`src/rtl/cdc_mux_scheduler_pkg.sv`:
```
// Shared definitions for the CDC mux scheduler.
//   state_t   : scheduler FSM states (IDLE, HOLD)
//   CNT_W     : width of the hold-window counter (covers hold lengths up to 255)
//   tag_width : ceil(log2(n)), floored at 1, used to size the requester tag
package cdc_mux_scheduler_pkg;

  typedef enum logic {
    IDLE = 1'b0,
    HOLD = 1'b1
  } state_t;

  localparam int CNT_W = 8;

  function automatic int tag_width(input int n);
    int w;
    w = 0;
    for (int i = 0; i < 16; i++) begin
      if ((1 << i) < n) w = i + 1;
    end
    return (w == 0) ? 1 : w;
  endfunction

endpackage

```
`src/rtl/cdc_mux_scheduler_rr_arbiter.sv`:
```
// Combinational round-robin arbiter.
//   req        : per-requester request level
//   last_grant : index granted most recently; search starts just above it
//   grant      : index of the chosen requester (valid only when valid=1)
//   valid      : at least one request is pending
module rr_arbiter #(
  parameter int NREQ = 4,
  parameter int TAGW = 2
) (
  input  logic [NREQ-1:0] req,
  input  logic [TAGW-1:0] last_grant,
  output logic [TAGW-1:0] grant,
  output logic            valid
);

  int              idx;
  logic [TAGW-1:0] idx_t;

  // Walk the offsets from farthest to nearest so the nearest pending
  // requester above last_grant is the one that sticks.
  always_comb begin
    grant = '0;
    valid = 1'b0;
    idx   = 0;
    idx_t = '0;
    for (int off = NREQ; off >= 1; off--) begin
      idx   = (int'(last_grant) + off) % NREQ;
      idx_t = TAGW'(idx);
      if (req[idx_t]) begin
        grant = idx_t;
        valid = 1'b1;
      end
    end
  end

endmodule

```
`src/rtl/cdc_mux_scheduler.sv`:
```
// Round-robin scheduler that multiplexes NREQ requester words onto a single
// register-driven word for a fast_clk -> slow_clk synchronizer. Each granted
// word is held stable for HOLD_CYCLES cycles; tx_toggle flips once per word
// so the slow side can detect new data.
//   fast_clk  : sole clock, rising edge
//   rst_n     : synchronous active-low reset
//   req       : per-requester request level
//   req_data  : requester i payload at [i*WIDTH +: WIDTH]
//   ack       : one-hot, one-cycle acceptance pulse
//   tx_word   : {tag, payload}, straight from a register
//   tx_toggle : flips on every new tx_word
//   busy      : high during the hold window
module cdc_mux_scheduler
  import cdc_mux_scheduler_pkg::*;
#(
  parameter  int WIDTH       = 12,
  parameter  int NREQ        = 4,
  parameter  int HOLD_CYCLES = 8,
  localparam int TAGW        = tag_width(NREQ)
) (
  input  logic                  fast_clk,
  input  logic                  rst_n,
  input  logic [NREQ-1:0]       req,
  input  logic [NREQ*WIDTH-1:0] req_data,
  output logic [NREQ-1:0]       ack,
  output logic [TAGW+WIDTH-1:0] tx_word,
  output logic                  tx_toggle,
  output logic                  busy
);

  localparam logic [CNT_W-1:0] HOLD_LOAD = CNT_W'(HOLD_CYCLES - 1);

  state_t            state;
  state_t            state_nxt;
  logic [CNT_W-1:0]  cnt;
  logic [CNT_W-1:0]  cnt_nxt;
  logic [TAGW-1:0]   last_grant;
  logic [TAGW-1:0]   grant;
  logic              grant_vld;
  logic              grant_fire;
  logic [WIDTH-1:0]  sel_data;

  rr_arbiter #(
    .NREQ (NREQ),
    .TAGW (TAGW)
  ) u_arb (
    .req        (req),
    .last_grant (last_grant),
    .grant      (grant),
    .valid      (grant_vld)
  );

  // State register
  always_ff @(posedge fast_clk) begin
    if (!rst_n) begin
      state <= IDLE;
      cnt   <= '0;
    end else begin
      state <= state_nxt;
      cnt   <= cnt_nxt;
    end
  end

  // Next-state logic: HOLD spans HOLD_LOAD..0 inclusive, i.e. HOLD_CYCLES cycles
  always_comb begin
    state_nxt = state;
    cnt_nxt   = cnt;
    case (state)
      IDLE: begin
        if (grant_vld) begin
          state_nxt = HOLD;
          cnt_nxt   = HOLD_LOAD;
        end
      end
      HOLD: begin
        if (cnt == '0) state_nxt = IDLE;
        else           cnt_nxt   = cnt - 1'b1;
      end
      default: state_nxt = IDLE;
    endcase
  end

  // Output logic
  always_comb begin
    grant_fire = (state == IDLE) && grant_vld;
    busy       = (state == HOLD);
  end

  // Payload of the requester currently selected by the arbiter
  always_comb begin
    sel_data = '0;
    for (int i = 0; i < NREQ; i++) begin
      if (grant == TAGW'(i)) sel_data = req_data[i*WIDTH +: WIDTH];
    end
  end

  // Grant edge: capture word, flip toggle, pulse ack, advance priority.
  // Everything here is registered so tx_word feeds the synchronizer cleanly.
  always_ff @(posedge fast_clk) begin
    if (!rst_n) begin
      tx_word    <= '0;
      tx_toggle  <= 1'b0;
      ack        <= '0;
      last_grant <= TAGW'(NREQ - 1);
    end else begin
      ack <= '0;
      if (grant_fire) begin
        tx_word    <= {grant, sel_data};
        tx_toggle  <= ~tx_toggle;
        ack        <= NREQ'(1) << grant;
        last_grant <= grant;
      end
    end
  end

endmodule
```
`config.mk`:
```
export PLATFORM = sky130hd
export DESIGN_NAME = cdc_mux_scheduler
export DESIGN_NICKNAME = d
export VERILOG_FILES = /design/src/rtl/cdc_mux_scheduler_pkg.sv /design/src/rtl/cdc_mux_scheduler_rr_arbiter.sv /design/src/rtl/cdc_mux_scheduler.sv
export SDC_FILE = /design/constraint.sdc
export NUM_CORES = 1
export LEC_CHECK = 0
export CORE_ASPECT_RATIO = 0.9
export CORE_MARGIN = 2
export CORE_UTILIZATION = 38
export DETAILED_ROUTE_END_ITERATION = 10
export GPL_TIMING_DRIVEN = 0
export PLACE_DENSITY = 0.76
export SLEW_MARGIN = 20
export SYNTH_ARGS = -nofsm -noshare
export SYNTH_HDL_FRONTEND = slang
export SYNTH_SLANG_ARGS = --single-unit
```
`constraint.sdc`:
```
create_clock -name fast_clk -period 1.7 [get_ports fast_clk]
set_input_delay 0.255 -clock fast_clk [delete_from_list [all_inputs] [get_ports fast_clk]]
set_output_delay 0.255 -clock fast_clk [all_outputs]
set_load 0.1 [all_outputs]
```
==> results.md, run 1 <==
* Max-slew violations at 0
* Seq pwr share at 0.299
* Worst setup path class: reg -> reg
* First-pass GRT wire length at 7.33 mm
* Post-route minimum period at 1710 ps
* Total chip power at 2.85 mW
* Rel. slew slack at 0.361
* DIE HEIGHT at 68.4 µm
* Asr flop ratio synth at 0
* DRT Pass-1 Iters at 4
* Leakage at 1.18 nW
* Post-synth net total at 242
* RSZ-0062 raised after global routing: yes
* CP Data Required Time at 1920 ps
* I/O pin count at 74
* Worst Setup Start Kind: register
* CP Capture Type: register
* DR iter-0 viols at 91
* CP max FO at 10
* Worst r2r path cells at 7
* Crit path DAT at 1930 ps
* Delay-heaviest family, CP: compound AO/OA/AOI/OAI gates
* CTS Hold Bufs at 0
* Row cnt at 23
* HP Class: in -> reg
* CTS Buf Count at 5
* Root Driver: clkbuf_8
* Largest net degree at the start of global routing at 11
* Hold EP: cnt[4]
* PortBufs at 72
* Setup Viol. Count Final at 6
* Worst Setup Slack, final at -10.4 ps
* Mean Syn Cell Area at 9.37 µm²
* Filler Cell Count at 381
* P_sw at 1.17 mW
* Fin nets at 338
* Yosys warnings at 0
* Cell Chain, Critical Path: and2b_4 -> o311a_1 -> buf_6 -> buf_12 -> mux2i_1 -> mux2_2 -> o21ai_1
* Hold-critical path depth at 2
* Synth top area cells: dfxtp_1, mux2i_1, mux2_2, nand3_1, o21ai_1
* Dominant cell type by area after synthesis: dfxtp_1
* Run status: finished, violations left
* Peak VDD IR at 737 µV
* Register area share after synthesis at 0.343
* Buf/Inv on CP at 2
* R2r endpoint: tx_word[4]
* Slew @ Worst Pin at 962 ps
* Die width at 75.6 µm
* Congestion Overflow GR at 0
* Switch share at 0.410
* Area delta synth->final at 63.4%
* Crit-path slowest cell: dfxtp_4
* GPL Wtd Cong at 0.835
* Max Buffers Root-to-Sink at 2
* Final WL at 5.07 mm
* Largest stage delay, worst path at 360 ps
* Utilization of the core after routing at 0.646
* Dpl cell area at 2560 µm²
* FF+latch count, synth at 30
* Worst setup path start: last_grant[0]
* Clock skew at 4.23 ps
* Failing checks: negative setup slack
* Vias in the first global route at 1489
* Pwr Density at 995 nW/µm²
* Hold_sp: rst_n
* Final std cells w/o fill at 346
* Seq. cell area at 614 µm²
* Core footprint at 4430 µm²
* Final HPWL DP at 3.55 mm
* Netlist cell types at 52
* Antenna Cells at 0
* Residual DRC at 0
* Worst r2r src: last_grant[0]
* Total die area at 5170 µm²
* Wire length per cell after detailed routing at 14.7 µm
* Via count at 1764
* # H-tree levels at 2
* Clock latency on the worst-skew pair at 280 ps
* F_max at 585 MHz
* Multi-input logic area at 1070 µm²
* Placed Instances at 321
* Combinational Power Share at 0.490
* Final period utilization at 1.01
* Clk network pwr share at 0.211
* Synth Instances at 187
* Final ANT Viol Nets at 0
* Post-synth EDFFs at 0
* Sink Count at 30
* Main synth FF type: dfxtp_1
* Max-cap viol count at 0
* Mapped Area at 1750 µm²
* Fin. Hold Viols at 0
* Layout cell share with drive strength beyond 1 at 0.303
* CTS tree: built
* Clock slew at the register clock pins of the worst setup and hold paths at 70 ps
* Internal Power at 1.68 mW
* WHS at 455 ps
* Fin area at 2860 µm²
* Vias/cell at 5.10
* R2r setup slk at -10 ps
* Starting Density at 0.395
* Pre-CTS WS at -525 ps
* Total Neg Setup Slack at -41.4 ps
* GRT Resource Usage Total at 0.192
* Synth top area share at 0.343
* Initial antenna violation count at 0
-- layout make-up --
cell class,count,area share
Buffer,11,0.0415
Inverter,4,0.00525
Sequential cell,30,0.215
Clock inverter,2,0.00394
Clock buffer,6,0.0289
Tap cell,62,0.0271
Multi-Input combinational cell,142,0.375
Timing Repair Buffer,89,0.303
-- Yosys cell counts (all sizes together) (2+ instances only) --
library cell	count
o31ai	3
mux2	9
nand3	19
buf	6
o211ai	4
nand4	3
o21a	3
mux2i	22
or3	2
nand3b	2
nor2	13
or2	2
a21boi	5
inv	4
clkbuf	3
and2b	2
a21o	2
and2	3
o311a	2
dfxtp	30
nand2b	2
nor3	3
a211o	3
nand2	11
o21ai	14
a21oi	3
-- logic make-up after synthesis --
group | after synthesis | synth area share
AND/OR/NAND/NOR | 67 | 0.213
AO/OA/AOI/OAI | 42 | 0.171
multiplexers | 31 | 0.184
flip-flops | 30 | 0.343
buffers and inverters | 15 | 0.0771
XOR/XNOR | 1 | 0.00500
adder cells (fa/ha/maj) | 1 | 0.00714
-- metal layers --
| metal | track usage | wire length [µm] | up-vias |
|---|---|---|---|
| met2 | 0.285 | 2460 | 48 |
| met1 | 0.277 | 2330 | 834 |
| met4 | 0.0658 | 63 | 0 |
| met3 | 0.0353 | 218 | 6 |
| li1 | - | - | 876 |
| met5 | 0 | 0 | - |
-- power groups by stage --
| stage | Clock [mW] | Combinational (mW) | Sequential, mW |
|---|---|---|---|
| final | 0.601 | 1.40 | 0.851 |
| after global routing | 0.651 | 1.46 | 0.860 |
| after CTS | 0.610 | 1.33 | 0.849 |
| after detailed placement | 0 | 1.25 | 0.864 |
| after global placement | 0 | 1.25 | 0.862 |
| after floorplan | 0 | 0.466 | 1.30 |
-- placed cells by master (no fill, tap or decap), types with 3 or more instances in the layout --
master,synthesis,final
a211o_1,3,3
a21boi_1,2,3
and2_1,3,3
buf_4,0,16
clkbuf_2,0,4
clkbuf_8,2,8
clkdlybuf4s15_2,0,15
clkdlybuf4s50_1,0,49
dfxtp_1,30,25
dfxtp_4,0,3
dlygate4sd2_1,0,3
mux2_2,9,7
mux2i_1,22,22
nand2_1,11,10
nand3_1,18,17
nand4_1,3,3
nor2_1,11,11
nor3_1,3,3
o211ai_1,4,4
o21ai_1,11,8
o21ai_2,1,5
o31ai_1,3,3
-- flip-flops by register name (all words and copies together), names as in the netlist --
signal	flops
tx_word	14
last_grant	2
tx_toggle	1
busy	1
ack	4
cnt	8
-- worst max path at each step --
stage | to | cells after the start
2_1_floorplan | cnt[2] | 7
3_3_place_gp | tx_word[1] | 8
3_5_place_dp | tx_word[1] | 8
4_1_cts | tx_word[2] | 7
5_1_grt | tx_word[10] | 7
6_report | tx_word[4] | 7
-- timing repair --
item / 4_1_cts / 5_1_grt
pin swaps: 11 / 8
resized for setup: 71 / 16
setup buffers: 10 / 6
cloned: 1 / 0
endpoints found under the setup margin: 41 / 26
(Power assumes the default switching activity.)
==> run 2: changes to the inputs <==
- CTS_BUF_LIST: not set -> sky130_fd_sc_hd__clkbuf_8 sky130_fd_sc_hd__clkbuf_16
- TNS_END_PERCENT: not set -> 30
==> run 2 against run 1 <==
Effect of this change:
- the run still ends with negative setup slack left
- final cell count shrank 2.9%
- worst setup slack lost 83 ps
- clock power shrank 1%
- wire length shrank 6.7%
- via count shrank 2.5%
- maximum frequency shrank 4.6%
- sequential power is essentially flat
- register-to-register slack lost 80 ps
- non-clock buffer count shrank 10
- global-route usage shrank 1.2 points
- highest routed layer unchanged
==> results.md, run 2 (same netlist as run 1, synthesis figures left out) <==
* Run status: finished, violations left
* Failing checks: negative setup slack
* P_sw at 1.13 mW (-3.3%)
* Leading cell type in the layout, fill and taps excluded: clkdlybuf4s50_1
* Largest net degree at the start of global routing at 11 (unchanged)
* Core footprint at 4430 µm² (unchanged)
* Total die area at 5170 µm² (unchanged)
* Worst Setup Slack, final at -93.2 ps (-82.8 ps)
* Fin nets at 328 (-3.0%)
* Commonest non-fill, non-tap cells in the layout: clkdlybuf4s50_1, dfxtp_1, mux2i_1
* Layout cell share with drive strength beyond 1 at 0.259 (-0.0437)
* PortBufs at 72 (unchanged)
* Antenna Cells at 0 (unchanged)
* Vias/cell at 5.12 (+0.41%)
* Final HPWL DP at 3.55 mm (unchanged)
* Clock skew at 3.85 ps (-0.374 ps)
* CP max FO at 4 (-6)
* Wire length per cell after detailed routing at 14.1 µm (-3.9%)
* Top Registers: tx_word: 14 flops, cnt: 8 flops, ack: 4 flops
* Final WL at 4.73 mm (-6.7%)
* First-pass GRT wire length at 6.89 mm (-6.1%)
* Fin. Hold Viols at 0 (unchanged)
* DRT Pass-1 Iters at 4 (unchanged)
* Vias in the first global route at 1405 (-5.6%)
* HP Class: in -> reg
* Die width at 75.6 µm (unchanged)
* CP Data Required Time at 1870 ps (-50 ps)
* CP Capture Type: register
* Starting Density at 0.395 (unchanged)
* Dpl cell area at 2560 µm² (unchanged)
* Largest stage delay, worst path at 480 ps (+120 ps)
* R2r setup slk at -90 ps (-80 ps)
* Crit path DAT at 1960 ps (+30 ps)
* Worst setup path start: cnt[0]
* RSZ-0062 raised after global routing: yes
* Rel. slew slack at 0.359 (-0.00233)
* Row cnt at 23 (unchanged)
* WHS at 440 ps (-14.4 ps)
* Switch share at 0.411 (+0.00107)
* Total chip power at 2.75 mW (-3.6%)
* Worst r2r src: cnt[0]
* Congestion Overflow GR at 0 (unchanged)
* Placed Instances at 321 (unchanged)
* Max-slew violations at 0 (unchanged)
* Internal Power at 1.62 mW (-3.8%)
* Seq pwr share at 0.311 (+0.012)
* Leakage at 1.10 nW (-6.5%)
* Clock latency on the worst-skew pair at 280 ps (about the same)
* CTS tree: built
* Cell Chain, Critical Path: inv_2 -> ha_4 -> or4b_4 -> o21a_4 -> buf_4 -> o311a_1
* Worst Setup Start Kind: register
* Via count at 1720 (-2.5%)
* Worst setup path class: reg -> reg
* GRT Resource Usage Total at 0.180 (-0.0123)
* CTS Buf Count at 5 (unchanged)
* Final ANT Viol Nets at 0 (unchanged)
* I/O pin count at 74 (unchanged)
* Pwr Density at 1000 nW/µm² (+0.63%)
* Post-route minimum period at 1790 ps (+82.8 ps)
* Max Buffers Root-to-Sink at 2 (unchanged)
* Max FFs per register at 14 (unchanged)
* Clk network pwr share at 0.216 (+0.005)
* Worst r2r path cells at 6 (-1)
* Max-cap viol count at 0 (unchanged)
* Setup Viol. Count Final at 13 (+7)
* Residual DRC at 0 (unchanged)
* Hold_sp: rst_n
* Crit-path slowest cell: or4b_4
* CTS Hold Bufs at 0 (unchanged)
* F_max at 558 MHz (-4.6%)
* Slew @ Worst Pin at 965 ps (+3.50 ps)
* Root Driver: clkbuf_8
* Initial antenna violation count at 0 (unchanged)
* Area delta synth->final at 56.5%
* Peak VDD IR at 673 µV (-8.7%)
* Hold-critical path depth at 2 (unchanged)
* Final period utilization at 1.05 (+0.0487)
* R2r endpoint: cnt[1]
* Combinational Power Share at 0.473 (-0.017)
* Hold EP: cnt[4]
* Final std cells w/o fill at 336 (-2.9%)
* # H-tree levels at 2 (unchanged)
* Total Neg Setup Slack at -383 ps (-342 ps)
* Fin area at 2740 µm² (-4.2%)
* Most flops, register: tx_word
* Clock slew at the register clock pins of the worst setup and hold paths at 60 ps (about the same)
* DR iter-0 viols at 91 (unchanged)
* DIE HEIGHT at 68.4 µm (unchanged)
* Sink Count at 30 (unchanged)
* GPL Wtd Cong at 0.835 (unchanged)
==> run 2: changes by cell type in the layout (fill, tap and decap cells not counted), moves of 2 or more <==
| cell | delta |
|---|---|
| buf_4 | -10 |
| mux2_2 | +2 |
| mux2_4 | -2 |
| o21ai_1 | +2 |
| o21ai_2 | -3 |
==> run 2: power groups by stage <==
stage / sequential (mW) / combinational [mW] / clock (mW)
after floorplan: 1.30 / 0.466 / 0
after global routing: 0.864 / 1.36 / 0.650
final: 0.854 / 1.30 / 0.594
after global placement: 0.862 / 1.25 / 0
after CTS: 0.852 / 1.24 / 0.610
after detailed placement: 0.864 / 1.25 / 0
==> run 2: how the worst max path moves through the flow <==
stage / end / cells after the start
global route: cnt[2] / 7
CTS: tx_word[2] / 7
detailed placement: tx_word[1] / 8
global placement: tx_word[1] / 8
finish: cnt[1] / 6
floorplan: cnt[2] / 7
==> run 2: area by class of cell <==
type	count	area (µm²)
fill	398	1690
multi-input combinational	142	1040
timing repair buffer	79	781
sequential	30	612
buffer	11	120
clock buffer	6	82.6
tap	62	77.6
inverter	4	15.0
clock inverter	2	11.3
==> run 2: critical path: cells and delay by family, from the launching register on <==
family                     cells  cell delay (ps)
AOI/OAI and AO/OA              2              520
DFF                            1              330
and+or+nand+nor                1              480
adders and majority gates      1              150
buffers and inverters          2              200
==> run 2: what timing repair did <==
action / in CTS / in global routing
pin swaps: 1 / 9
resized for setup: 66 / 10
buffers inserted: 0 / 7
setup endpoints to repair: 41 / 19
==> run 2: routing by layer <==
layer / up-vias / GRT usage / share of wire
met5: - / 0 / 0
li1: 857 / - / -
met1: 814 / 0.267 / 0.47
met4: 0 / 0.0658 / 0.012
met3: 4 / 0.0353 / 0.048
met2: 45 / 0.253 / 0.48
==> run 2: through the flow <==
| stage | utilization | worst slack [ps] |
|---|---|---|
| 3_5_place_dp | 0.578 | -525 |
| 5_1_grt | 0.619 | -130 |
| 6_report | 0.619 | -93.2 |
| 3_3_place_gp | 0.578 | -502 |
| 4_1_cts | 0.605 | -56.2 |
| 2_1_floorplan | - | 0.821 |
==> run 3: changes to the inputs <==
- REMOVE_ABC_BUFFERS: not set -> 1
- SKIP_CTS_REPAIR_TIMING: not set -> 1
==> run 3 against run 2 <==
Effect of this change:
- the flow still finishes with violations (negative setup slack)
- design area is 0.55% lower
- utilization is 0.34 points lower
- non-clock buffer count is 12 lower
- wire length is 11% higher
- via count is 0.41% higher
- maximum frequency is 0.56% higher
- combinational power hardly changed
- worst setup slack better by 10 ps
- critical endpoint is now cnt[2]
==> results.md, run 3 (same netlist as run 1, synthesis figures left out) <==
* Wire length per cell after detailed routing at 16.1 µm (+14%)
* I/O pin count at 74 (unchanged)
* Leakage at 1.35 nW (+22%)
* CP Data Required Time at 1870 ps (about the same)
* Most flops, register: tx_word
* Crit path DAT at 1950 ps (about the same)
* Slew @ Worst Pin at 999 ps (+33.7 ps)
* Worst r2r path cells at 7 (+1)
* Worst r2r src: cnt[0]
* Run status: finished, violations left
* Total die area at 5170 µm² (unchanged)
* Congestion Overflow GR at 0 (unchanged)
* Residual DRC at 0 (unchanged)
* WHS at 451 ps (+11.0 ps)
* CTS Buf Count at 5 (unchanged)
* F_max at 561 MHz (+0.56%)
* First-pass GRT wire length at 6.62 mm (-3.9%)
* Hold EP: tx_word[4]
* Vias/cell at 5.31 (+3.8%)
* # H-tree levels at 2 (unchanged)
* Final HPWL DP at 3.15 mm (-11%)
* Seq pwr share at 0.318 (+0.007)
* Final period utilization at 1.05 (-0.00586)
* Area delta synth->final at 55.6%
* DR iter-0 viols at 67 (-26%)
* Clock latency on the worst-skew pair at 280 ps (about the same)
* Hold-critical path depth at 2 (unchanged)
* Layout cell share with drive strength beyond 1 at 0.175 (-0.0842)
* PortBufs at 73 (+1.4%)
* Fin nets at 319 (-2.7%)
* R2r setup slk at -80 ps (about the same)
* Total Neg Setup Slack at -216 ps (+167 ps)
* Switch share at 0.418 (+0.00706)
* Core footprint at 4430 µm² (unchanged)
* Dpl cell area at 2440 µm² (-4.7%)
* HP Class: reg -> reg
* Rel. slew slack at 0.333 (-0.0260)
* Vias in the first global route at 1454 (+3.5%)
* Largest net degree at the start of global routing at 29 (+18)
* Setup Viol. Count Final at 3 (-10)
* DRT Pass-1 Iters at 4 (unchanged)
* Post-route minimum period at 1780 ps (-9.96 ps)
* Max FFs per register at 14 (unchanged)
* Peak VDD IR at 742 µV (+10%)
* Clk network pwr share at 0.212 (-0.004)
* Clock skew at 8.63 ps (+4.78 ps)
* Initial antenna violation count at 0 (unchanged)
* Final WL at 5.23 mm (+11%)
* Root Driver: clkbuf_8
* Commonest non-fill, non-tap cells in the layout: clkdlybuf4s50_1, dfxtp_1, mux2i_1, dlymetal6s2s_1, nand3_1
* R2r endpoint: cnt[2]
* Worst setup path class: reg -> reg
* Via count at 1727 (+0.41%)
* Starting Density at 0.395 (unchanged)
* Final ANT Viol Nets at 0 (unchanged)
* Internal Power at 1.57 mW (-2.9%)
* Filler Cell Count at 409 (+2.8%)
* Max Buffers Root-to-Sink at 2 (unchanged)
* Row cnt at 23 (unchanged)
* Die width at 75.6 µm (unchanged)
* CTS tree: built
* Fin area at 2730 µm² (-0.55%)
* Leading cell type in the layout, fill and taps excluded: clkdlybuf4s50_1
* Sink Count at 30 (unchanged)
* DIE HEIGHT at 68.4 µm (unchanged)
* Antenna Cells at 0 (unchanged)
* Failing checks: negative setup slack
* P_sw at 1.13 mW (about the same)
* Pwr Density at 990 nW/µm² (-1.2%)
* GRT Resource Usage Total at 0.170 (-0.00956)
* CP Capture Type: register
* Combinational Power Share at 0.470 (-0.003)
* Max-slew violations at 0 (unchanged)
* Max-cap viol count at 0 (unchanged)
* Clock slew at the register clock pins of the worst setup and hold paths at 60 ps (about the same)
* Hold_sp: tx_word[4]
* Top Registers: tx_word: 14 flops, cnt: 8 flops, ack: 4 flops
* Worst Setup Slack, final at -83.3 ps (+9.96 ps)
* RSZ-0062 raised after global routing: yes
* GPL Wtd Cong at 0.837 (+0.14%)
* Fin. Hold Viols at 0 (unchanged)
* Worst Setup Start Kind: register
* CP max FO at 5 (+1)
[run 3: worst max path at each step]
stage                start         end  slack [ps]  cells after the start
floorplan             busy      cnt[7]        -320                      5
global placement    req[1]  tx_word[9]       -1050                      5
detailed placement   rst_n  tx_word[7]        -790                      4
CTS                   busy        busy        -650                      1
global route        cnt[0]      cnt[2]        -200                      7
finish              cnt[0]      cnt[2]         -80                      7
[run 3: cell type report]
cell class	instances	area [µm²]	share of cell area
Clock buffer	6	82.6	0.0303
Multi-Input combinational cell	145	1130	0.415
Tap cell	62	77.6	0.0285
Inverter	4	15.0	0.00551
Sequential cell	30	604	0.222
Timing Repair Buffer	78	816	0.299
[run 3: per-stage QoR]
stage / util / total power [mW] / setup WS, ps / cells
2_1_floorplan: - / 1.70 / -316 / 176
3_3_place_gp: 0.551 / 2.03 / -1050 / 311
3_5_place_dp: 0.551 / 2.04 / -785 / 311
4_1_cts: 0.569 / 2.60 / -652 / 317
5_1_grt: 0.615 / 2.82 / -197 / 325
6_report: 0.615 / 2.70 / -83.3 / 325
[run 3: power by group through the flow]
stage	Combinational [mW]	Clock, mW	Sequential (mW)
after floorplan	0.391	0	1.31
after global placement	1.17	0	0.864
after detailed placement	1.17	0	0.867
after CTS	1.18	0.575	0.853
after global routing	1.33	0.615	0.870
final	1.27	0.571	0.859
[run 3: worst max-delay path: stages, from the launching register on]
cell     delay (ps)
dfxtp_2         330
inv_2            70
ha_4            150
or4b_4          490
o21a_4          240
nor2_4          110
a21oi_1          60
o211a_1         210
[run 3: metal layers]
layer	GRT usage	vias up	part of all wire
met5	0	-	0
li1	-	844	-
met2	0.278	64	0.48
met1	0.203	812	0.43
met3	0.0781	7	0.078
met4	0.0417	0	0.0088
